$ cat config.mk
export PLATFORM = sky130hd
export DESIGN_NAME = riscv_multi_cycle_flat
export DESIGN_NICKNAME = d
export VERILOG_FILES = /design/src/rtl/riscv_pkg.sv /design/src/rtl/riscv_multi_cycle_if.sv /design/src/rtl/riscv_regfile.sv /design/src/rtl/riscv_multi_cycle.sv /design/src/flat_wrapper.sv
export SDC_FILE = /design/constraint.sdc
export NUM_CORES = 2
export LEC_CHECK = 0
export BUFFER_PORTS_ARGS = -buffer_cell sky130_fd_sc_hd__buf_2
export CAP_MARGIN = 20
export CORE_ASPECT_RATIO = 1.4
export CORE_MARGIN = 5
export CORE_UTILIZATION = 50
export DETAILED_ROUTE_END_ITERATION = 10
export PLACE_DENSITY = 0.66
export SETUP_SLACK_MARGIN = 0.5
export SLEW_MARGIN = 20
export SYNTH_ARGS = -nofsm -noshare
export SYNTH_HDL_FRONTEND = slang
export SYNTH_SLANG_ARGS = --single-unit
$ cat constraint.sdc
create_clock -name clk -period 7 [get_ports clk]
set_clock_uncertainty 0.2 [all_clocks]
set_input_delay 1.05 -clock clk [delete_from_list [all_inputs] [get_ports clk]]
set_output_delay 1.05 -clock clk [all_outputs]
set_load 0.02 [all_outputs]
$ cat src/rtl/riscv_pkg.sv
// Shared RV32I constants, FSM state codes and ALU encoding for the multi-cycle core.
// Pure declarations: no latency, no flow control.
package riscv_pkg;

    localparam logic [6:0] OPC_OP     = 7'b0110011;
    localparam logic [6:0] OPC_OPIMM  = 7'b0010011;
    localparam logic [6:0] OPC_LUI    = 7'b0110111;
    localparam logic [6:0] OPC_AUIPC  = 7'b0010111;
    localparam logic [6:0] OPC_JAL    = 7'b1101111;
    localparam logic [6:0] OPC_JALR   = 7'b1100111;
    localparam logic [6:0] OPC_BRANCH = 7'b1100011;
    localparam logic [6:0] OPC_LOAD   = 7'b0000011;
    localparam logic [6:0] OPC_STORE  = 7'b0100011;

    localparam logic [2:0] F3_ADD  = 3'b000;
    localparam logic [2:0] F3_SLL  = 3'b001;
    localparam logic [2:0] F3_SLT  = 3'b010;
    localparam logic [2:0] F3_SLTU = 3'b011;
    localparam logic [2:0] F3_XOR  = 3'b100;
    localparam logic [2:0] F3_SR   = 3'b101;
    localparam logic [2:0] F3_OR   = 3'b110;
    localparam logic [2:0] F3_AND  = 3'b111;

    localparam logic [2:0] F3_BEQ  = 3'b000;
    localparam logic [2:0] F3_BNE  = 3'b001;
    localparam logic [2:0] F3_BLT  = 3'b100;
    localparam logic [2:0] F3_BGE  = 3'b101;
    localparam logic [2:0] F3_BLTU = 3'b110;
    localparam logic [2:0] F3_BGEU = 3'b111;
    localparam logic [2:0] F3_WORD = 3'b010;

    localparam logic [6:0] F7_BASE = 7'b0000000;
    localparam logic [6:0] F7_ALT  = 7'b0100000;

    typedef logic [2:0] state_t;
    localparam state_t ST_IDLE  = 3'd0;
    localparam state_t ST_FETCH = 3'd1;
    localparam state_t ST_EXEC  = 3'd2;
    localparam state_t ST_MEM   = 3'd3;
    localparam state_t ST_HALT  = 3'd4;

    typedef enum logic [3:0] {
        ALU_ADD, ALU_SUB, ALU_SLL, ALU_SLT, ALU_SLTU,
        ALU_XOR, ALU_SRL, ALU_SRA, ALU_OR,  ALU_AND
    } alu_op_e;

    // The alt bit selects SUB only for register-register ops; OP-IMM has no SUBI.
    function automatic alu_op_e alu_sel(input logic [2:0] f3, input logic alt, input logic is_reg);
        alu_op_e op;
        case (f3)
            F3_ADD:  op = (alt && is_reg) ? ALU_SUB : ALU_ADD;
            F3_SLL:  op = ALU_SLL;
            F3_SLT:  op = ALU_SLT;
            F3_SLTU: op = ALU_SLTU;
            F3_XOR:  op = ALU_XOR;
            F3_SR:   op = alt ? ALU_SRA : ALU_SRL;
            F3_OR:   op = ALU_OR;
            default: op = ALU_AND;
        endcase
        return op;
    endfunction

    function automatic logic [31:0] alu_calc(input alu_op_e op, input logic [31:0] a, input logic [31:0] b);
        logic [31:0] y;
        case (op)
            ALU_ADD:  y = a + b;
            ALU_SUB:  y = a - b;
            ALU_SLL:  y = a << b[4:0];
            ALU_SLT:  y = {31'b0, $signed(a) < $signed(b)};
            ALU_SLTU: y = {31'b0, a < b};
            ALU_XOR:  y = a ^ b;
            ALU_SRL:  y = a >> b[4:0];
            ALU_SRA:  y = 32'($signed(a) >>> b[4:0]);
            ALU_OR:   y = a | b;
            ALU_AND:  y = a & b;
            default:  y = '0;
        endcase
        return y;
    endfunction

endpackage

$ cat src/rtl/riscv_multi_cycle_if.sv
// Single-ported memory bus: one request held until mem_ready, one transfer per request.
// The slave stalls the core simply by holding mem_ready low.
interface riscv_multi_cycle_if;
    logic        mem_req;
    logic        mem_we;
    logic [31:0] mem_addr;
    logic [31:0] mem_wdata;
    logic [31:0] mem_rdata;
    logic        mem_ready;

    modport master (output mem_req, mem_we, mem_addr, mem_wdata, input  mem_rdata, mem_ready);
    modport slave  (input  mem_req, mem_we, mem_addr, mem_wdata, output mem_rdata, mem_ready);
endinterface

$ cat src/rtl/riscv_regfile.sv
// Integer register file: two asynchronous read ports, one synchronous write port, x0 hardwired to 0.
// Out-of-range indices read 0 and are never written; the core halts on them anyway.
module riscv_regfile #(
    parameter int NREGS = 32
) (
    input  logic        clk,
    input  logic        rst_n,
    input  logic [4:0]  ra1,
    input  logic [4:0]  ra2,
    output logic [31:0] rd1,
    output logic [31:0] rd2,
    input  logic        we,
    input  logic [4:0]  wa,
    input  logic [31:0] wd
);
    localparam int         AW      = $clog2(NREGS);
    localparam logic [5:0] NREGS_W = 6'(NREGS);

    logic [31:0] regs_q [NREGS];
    logic [31:0] regs_d [NREGS];

    always_comb begin
        regs_d = regs_q;
        if (we && wa != 5'd0 && {1'b0, wa} < NREGS_W) begin
            regs_d[wa[AW-1:0]] = wd;
        end
    end

    always_ff @(posedge clk) begin
        if (!rst_n) begin
            for (int i = 0; i < NREGS; i++) regs_q[i] <= '0;
        end else begin
            regs_q <= regs_d;
        end
    end

    assign rd1 = (ra1 != 5'd0 && {1'b0, ra1} < NREGS_W) ? regs_q[ra1[AW-1:0]] : '0;
    assign rd2 = (ra2 != 5'd0 && {1'b0, ra2} < NREGS_W) ? regs_q[ra2[AW-1:0]] : '0;
endmodule

$ cat src/rtl/riscv_multi_cycle.sv
// Multi-cycle RV32I word-subset core: FETCH/EXEC (+MEM for LW/SW), CPI 2 on zero-wait memory.
// Each bus request is held stable until mem_ready; any fault parks the core in HALT until reset.
module riscv_multi_cycle
    import riscv_pkg::*;
#(
    parameter logic [31:0] RESET_PC = 32'h0000_0000,
    parameter int          NREGS    = 32
) (
    input  logic                clk,
    input  logic                rst_n,
    riscv_multi_cycle_if.master bus,
    output logic [31:0]         pc_out,
    output logic [31:0]         instr_out,
    output logic                retire,
    output logic                halted
);
    localparam logic [5:0] NREGS_W = 6'(NREGS);

    state_t      state_q, state_d;
    logic [31:0] pc_q, pc_d, ir_q, ir_d, addr_q, addr_d;

    logic [6:0]  opcode, funct7;
    logic [2:0]  funct3;
    logic [4:0]  rs1, rs2, rd;
    logic [31:0] imm_i, imm_s, imm_b, imm_u, imm_j;
    logic [31:0] rs1_v, rs2_v, alu_y, pc4;
    logic [31:0] wb_val, target, ea;
    logic        legal, use_rs1, use_rs2, use_rd, is_mem, redirect, fault;
    logic        rf_we;
    logic [31:0] rf_wd;

    assign opcode = ir_q[6:0];
    assign rd     = ir_q[11:7];
    assign funct3 = ir_q[14:12];
    assign rs1    = ir_q[19:15];
    assign rs2    = ir_q[24:20];
    assign funct7 = ir_q[31:25];
    assign imm_i  = {{20{ir_q[31]}}, ir_q[31:20]};
    assign imm_s  = {{20{ir_q[31]}}, ir_q[31:25], ir_q[11:7]};
    assign imm_b  = {{19{ir_q[31]}}, ir_q[31], ir_q[7], ir_q[30:25], ir_q[11:8], 1'b0};
    assign imm_u  = {ir_q[31:12], 12'b0};
    assign imm_j  = {{11{ir_q[31]}}, ir_q[31], ir_q[19:12], ir_q[20], ir_q[30:21], 1'b0};
    assign pc4    = pc_q + 32'd4;

    riscv_regfile #(.NREGS(NREGS)) u_regfile (
        .clk (clk), .rst_n (rst_n),
        .ra1 (rs1), .ra2 (rs2), .rd1 (rs1_v), .rd2 (rs2_v),
        .we  (rf_we), .wa (rd), .wd (rf_wd)
    );

    assign alu_y = alu_calc(alu_sel(funct3, funct7[5], opcode == OPC_OP), rs1_v,
                            (opcode == OPC_OP) ? rs2_v : imm_i);

    always_comb begin
        legal = 1'b0; use_rs1 = 1'b0; use_rs2 = 1'b0; use_rd = 1'b0;
        is_mem = 1'b0; redirect = 1'b0;
        wb_val = '0; target = '0; ea = '0;
        case (opcode)
            OPC_OP: begin
                legal  = (funct7 == F7_BASE) || (funct7 == F7_ALT && (funct3 == F3_ADD || funct3 == F3_SR));
                use_rs1 = 1'b1; use_rs2 = 1'b1; use_rd = 1'b1;
                wb_val = alu_y;
            end
            OPC_OPIMM: begin
                legal  = (funct3 == F3_SLL) ? (funct7 == F7_BASE) :
                         (funct3 == F3_SR)  ? (funct7 == F7_BASE || funct7 == F7_ALT) : 1'b1;
                use_rs1 = 1'b1; use_rd = 1'b1;
                wb_val = alu_y;
            end
            OPC_LUI:   begin legal = 1'b1; use_rd = 1'b1; wb_val = imm_u; end
            OPC_AUIPC: begin legal = 1'b1; use_rd = 1'b1; wb_val = pc_q + imm_u; end
            OPC_JAL: begin
                legal = 1'b1; use_rd = 1'b1; redirect = 1'b1;
                wb_val = pc4; target = pc_q + imm_j;
            end
            OPC_JALR: begin
                legal = (funct3 == 3'b000); use_rs1 = 1'b1; use_rd = 1'b1; redirect = 1'b1;
                wb_val = pc4; target = (rs1_v + imm_i) & ~32'd1;
            end
            OPC_BRANCH: begin
                legal = (funct3 != 3'b010) && (funct3 != 3'b011);
                use_rs1 = 1'b1; use_rs2 = 1'b1;
                target = pc_q + imm_b;
                case (funct3)
                    F3_BEQ:  redirect = (rs1_v == rs2_v);
                    F3_BNE:  redirect = (rs1_v != rs2_v);
                    F3_BLT:  redirect = ($signed(rs1_v) <  $signed(rs2_v));
                    F3_BGE:  redirect = ($signed(rs1_v) >= $signed(rs2_v));
                    F3_BLTU: redirect = (rs1_v <  rs2_v);
                    F3_BGEU: redirect = (rs1_v >= rs2_v);
                    default: redirect = 1'b0;
                endcase
            end
            OPC_LOAD: begin
                legal = (funct3 == F3_WORD); use_rs1 = 1'b1; use_rd = 1'b1; is_mem = 1'b1;
                ea = rs1_v + imm_i;
            end
            OPC_STORE: begin
                legal = (funct3 == F3_WORD); use_rs1 = 1'b1; use_rs2 = 1'b1; is_mem = 1'b1;
                ea = rs1_v + imm_s;
            end
            default: legal = 1'b0;
        endcase
    end

    // Misalignment only faults a branch when it is actually taken.
    assign fault = !legal
                || (use_rs1 && {1'b0, rs1} >= NREGS_W)
                || (use_rs2 && {1'b0, rs2} >= NREGS_W)
                || (use_rd  && {1'b0, rd}  >= NREGS_W)
                || (is_mem && ea[1:0] != 2'b00)
                || (redirect && target[1:0] != 2'b00);

    always_comb begin
        state_d = state_q; pc_d = pc_q; ir_d = ir_q; addr_d = addr_q;
        rf_we = 1'b0; rf_wd = '0; retire = 1'b0;
        case (state_q)
            ST_IDLE:  state_d = ST_FETCH;
            ST_FETCH: begin
                if (bus.mem_ready) begin
                    ir_d    = bus.mem_rdata;
                    state_d = ST_EXEC;
                end
            end
            ST_EXEC: begin
                if (fault) begin
                    state_d = ST_HALT;
                end else if (is_mem) begin
                    addr_d  = ea;
                    state_d = ST_MEM;
                end else begin
                    rf_we   = use_rd;
                    rf_wd   = wb_val;
                    pc_d    = redirect ? target : pc4;
                    retire  = 1'b1;
                    state_d = ST_FETCH;
                end
            end
            ST_MEM: begin
                if (bus.mem_ready) begin
                    rf_we   = (opcode == OPC_LOAD);
                    rf_wd   = bus.mem_rdata;
                    pc_d    = pc4;
                    retire  = 1'b1;
                    state_d = ST_FETCH;
                end
            end
            ST_HALT: state_d = ST_HALT;
            default: state_d = ST_HALT;
        endcase
    end

    always_ff @(posedge clk) begin
        if (!rst_n) begin
            state_q <= ST_IDLE;
            pc_q    <= RESET_PC;
            ir_q    <= '0;
            addr_q  <= '0;
        end else begin
            state_q <= state_d;
            pc_q    <= pc_d;
            ir_q    <= ir_d;
            addr_q  <= addr_d;
        end
    end

    assign bus.mem_req   = (state_q == ST_FETCH) || (state_q == ST_MEM);
    assign bus.mem_we    = (state_q == ST_MEM) && (opcode == OPC_STORE);
    assign bus.mem_addr  = (state_q == ST_MEM) ? addr_q : pc_q;
    assign bus.mem_wdata = rs2_v;
    assign pc_out        = pc_q;
    assign instr_out     = ir_q;
    assign halted        = (state_q == ST_HALT);
endmodule

$ cat src/flat_wrapper.sv
// flat-port wrapper written by rule: the top's interface ports become plain ports
module riscv_multi_cycle_flat import riscv_pkg::*;
#(
    parameter logic [31:0] RESET_PC = 32'h0000_0000,
    parameter int          NREGS    = 32
)
  (clk, rst_n, pc_out, instr_out, retire, halted, bus_mem_req, bus_mem_we, bus_mem_addr, bus_mem_wdata, bus_mem_rdata, bus_mem_ready);
  riscv_multi_cycle_if bus_i ();
  input  logic clk;
  input  logic rst_n;
  output logic [31:0] pc_out;
  output logic [31:0] instr_out;
  output logic retire;
  output logic halted;
  output wire logic [$bits(bus_i.mem_req)-1:0] bus_mem_req;
  output wire logic [$bits(bus_i.mem_we)-1:0] bus_mem_we;
  output wire logic [$bits(bus_i.mem_addr)-1:0] bus_mem_addr;
  output wire logic [$bits(bus_i.mem_wdata)-1:0] bus_mem_wdata;
  input wire logic [$bits(bus_i.mem_rdata)-1:0] bus_mem_rdata;
  input wire logic [$bits(bus_i.mem_ready)-1:0] bus_mem_ready;
  assign bus_mem_req = bus_i.mem_req;
  assign bus_mem_we = bus_i.mem_we;
  assign bus_mem_addr = bus_i.mem_addr;
  assign bus_mem_wdata = bus_i.mem_wdata;
  assign bus_i.mem_rdata = bus_mem_rdata;
  assign bus_i.mem_ready = bus_mem_ready;
  riscv_multi_cycle #(.RESET_PC(RESET_PC), .NREGS(NREGS)) u_core (.clk(clk), .rst_n(rst_n), .bus(bus_i), .pc_out(pc_out), .instr_out(instr_out), .retire(retire), .halted(halted));
endmodule
==> summary.md <==
• run status: finished, violations left
• violated checks: negative setup slack
• top library cells by usage in the layout, fill and taps aside: dfxtp_1 (1111), nand3_1 (870), o21ai_0 (786)
• FF+latch count, synth: 1123
• power density over the cells: 180 nW/um^2
• type of the worst setup path: flop to primary output
• data arrival at the endpoint of the critical path: 5.91 ns
• final weighted congestion in routability-driven placement: 1.12
• total routing usage reported by global routing: 49.1%
• Post-Route WL: 407000 um
• number of standard cells after synthesis: 8476
• most frequent CP cell: buf_4
• row cnt: 166
• post-detailed-route DRC marker count: 0
• count of final hold-check violations: 0
• Routed wire per std cell: 36.7 um
• Clock Latency Late Sink: 0.82 ns
• Seq/Total Area, Yosys: 30.8%
• clock-pin transition on the worst setup and hold timing paths: 0.07 ns
• CP Data Required Time: 5.75 ns
• initial antenna violation count: 20
• Yosys warning total: 0
• Die Span Y: 462 um
• die outline area: 154000 um^2
• estimated wirelength of the detail-placed design: 275000 um
• CP max stage delay: 0.50 ns
• Area growth syn-to-layout: 25.7%
• placeable core region: 146000 um^2
• highest fanout seen on the critical path: 15
• count of distinct cell types in the synthesized netlist: 111
• DP Worst Slack: -0.597 ns
• post-layout utilization of the core: 63.0%
• count of hold-fix buffers inserted at cts: 0
• number of clock sinks: 1123
• top-level I/O count: 167
• number of max-cap violations: 0
• netlist area before placement: 73100 um^2
• most common cell after layout, fill and taps aside: dfxtp_1
• via density per instance: 7.35
• unrepaired setup endpoints after global routing: true
• number of nets in the synthesized netlist: 8732
• EDFF count, synth: 0
• Worst-Margin Slew: 1.47 ns
• clock root cell: clkbuf_16
• initial core utilization: 50.1%
• worst hold path type: flop to flop
• Port Buffer Count: 166
• remaining max-slew budget at the tightest pin: 2.00%
• Period Utilization, post-route: 102%
• maximum level of the CTS H-tree: 3
• asr flop ratio synth: 0%
• total number of nets in the final design: 9322
• mean instance size in the synthesized netlist: 8.62 um^2
• number of global-route vias before repair: 77100
• # fillers: 12300
• Inserted Clock Buffers: 112
• Fmax achieved: 140 MHz
• Worst Setup End Kind: primary output
• total number of vias: 81600
• 1st-pass router iterations: 9
• overall die width: 333 um
• Worst Setup Slack, final: -0.159 ns
• pin count of the biggest net entering global routing: 220
• fin. max-slew vios: 0
• wire length of the first global-routing pass: 557000 um
• most common flop cell mapped by yosys: dfxtp_1
• static leakage: 0.0344 uW
• count of nets left with antenna violations after detail routing: 0
• global route overflow: 0
• final sum of negative setup slack: -0.159 ns
• cell breakdown of the critical path: buf_4, nor2_2, buf_4, nand2_1, a31oi_1, buf_4, nand2_1, inv_1, buf_4, ha_1, nand2_1, o21bai_4, a211oi_2, o211a_1, or4_4, o211ai_1, nand3b_1, nor3_2, o21a_1, inv_2, buf_6
• setup-violating endpoint count in the final report: 1
• Critical Path Source Type: flop
• Max stage delay cell, worst path: or4_4
• CTS tree: yes
• IR drop worst, VDD: 0.235 mV
• maximum buffer depth of the clock tree: 3
• share of cells above drive strength 1: 26.8%
• detailed router's first-iteration violation count: 13200
• Period minus WS final: 7.16 ns
## synthesized netlist by cell type, types with 35 or more instances
library cell / n / area share [%]
and2_1: 64 / 0.55
nor4_1: 118 / 1.0
mux4_1: 37 / 1.3
ha_1: 215 / 3.7
clkbuf_1: 532 / 2.7
mux4_2: 376 / 12
o21ai_0: 864 / 5.9
o31ai_1: 115 / 1.2
nand2_1: 770 / 4.0
o22ai_1: 70 / 0.60
mux2_2: 86 / 1.3
a21oi_1: 422 / 2.9
nand3_1: 879 / 6.0
nor2b_1: 37 / 0.32
a22oi_1: 67 / 0.69
a211oi_1: 197 / 2.0
a22o_1: 55 / 0.66
a31oi_1: 84 / 0.72
o211ai_1: 49 / 0.50
nor2_1: 515 / 2.6
a21o_1: 73 / 0.75
dfxtp_1: 1123 / 31
o221ai_1: 59 / 0.71
a221oi_1: 70 / 0.84
nand4_1: 37 / 0.32
mux2i_1: 319 / 4.4
nor3_1: 154 / 1.1
buf_2: 127 / 0.87
buf_4: 49 / 0.50
xnor2_1: 83 / 0.99
buf_1: 35 / 0.18
inv_1: 164 / 0.84
xor2_1: 58 / 0.70
or3_1: 43 / 0.37
## path summary, 6_finish.rpt
check | startpoint | to | slack [ns] | cells past startpoint
max | u_core.instr_out[17] | retire | -0.16 | 21
min | u_core.addr_q[14] | u_core.addr_q[14] | 0.26 | 2
max reg2reg | u_core.instr_out[17] | u_core.u_regfile.regs_q[35] | 0.24 | 28
min reg2reg | u_core.addr_q[14] | u_core.addr_q[14] | 0.26 | 2
## per-layer routing
metal / global-route usage, % / routed length [um]
met2: 72.9 / 170000
met1: 53.4 / 126000
met5: 0 / 163
met3: 15.8 / 53000
met4: 51.3 / 57900
## critical path, delay by kind of cell (launching register included)
kind,cells,cell delay [ns]
flops,1,0.40
fa+ha+maj,1,0.26
compound gates,6,1.29
buf+inv,7,1.45
simple gates,7,1.66
## final cells by class
type	instances	area (um^2)	area share, %
tap	1932	2420	2.63
sequential	1123	22500	24.5
clock buffer	158	3280	3.57
clock inverter	51	781	0.850
timing repair buffer	1268	13100	14.2
antenna	15	37.5	0.0409
multi-input combinational	6386	49100	53.5
inverter	175	678	0.738
## logic make-up (layout without fill, tap and decap cells)
kind of cell	count (synthesis)	count (layout)	share of synthesized area, %
AND/OR/NAND/NOR	2756	2756	17.6
AO/OA/AOI/OAI	2447	2447	21.4
flip-flops	1123	1123	30.8
buffers and inverters	967	1652	5.99
multiplexers	821	821	18.7
adder cells (fa/ha/maj)	221	221	3.85
XOR/XNOR	141	141	1.69
other	0	15	0
## flip-flops by register name, summed over array words and instances (netlist names)
name,flops
u_core.state_q,3
u_core.instr_out,32
u_core.u_regfile.regs_q,1024
u_core.addr_q,32
u_core.pc_out,32
## stage by stage
step	hold slack [ns]	instance area, um^2	power, uW	cells
2_1_floorplan	0.232	73500	8000	8476
3_3_place_gp	0.242	81900	9180	10700
3_5_place_dp	0.245	82000	9200	10700
4_1_cts	0.254	88800	16100	11000
5_1_grt	0.272	91800	16700	11100
6_report	0.255	91900	16500	11100
## timing repair
| item | CTS | global route |
|---|---|---|
| setup buffers | 91 | 61 |
| cloned | 19 | 30 |
| resized for setup | 265 | 428 |
| pin swaps | 60 | 141 |
| endpoints found under the setup margin | 998 | 933 |
## where the power goes
| group | leakage (uW) | switching [uW] | internal, uW |
|---|---|---|---|
| sequential | 0.00905 | 46.1 | 6400 |
| combinational | 0.0234 | 2070 | 1170 |
| clock | 0.00198 | 2950 | 3870 |
| total | 0.0344 | 5060 | 11400 |
Note: power is estimated with default switching activity, not from simulation.
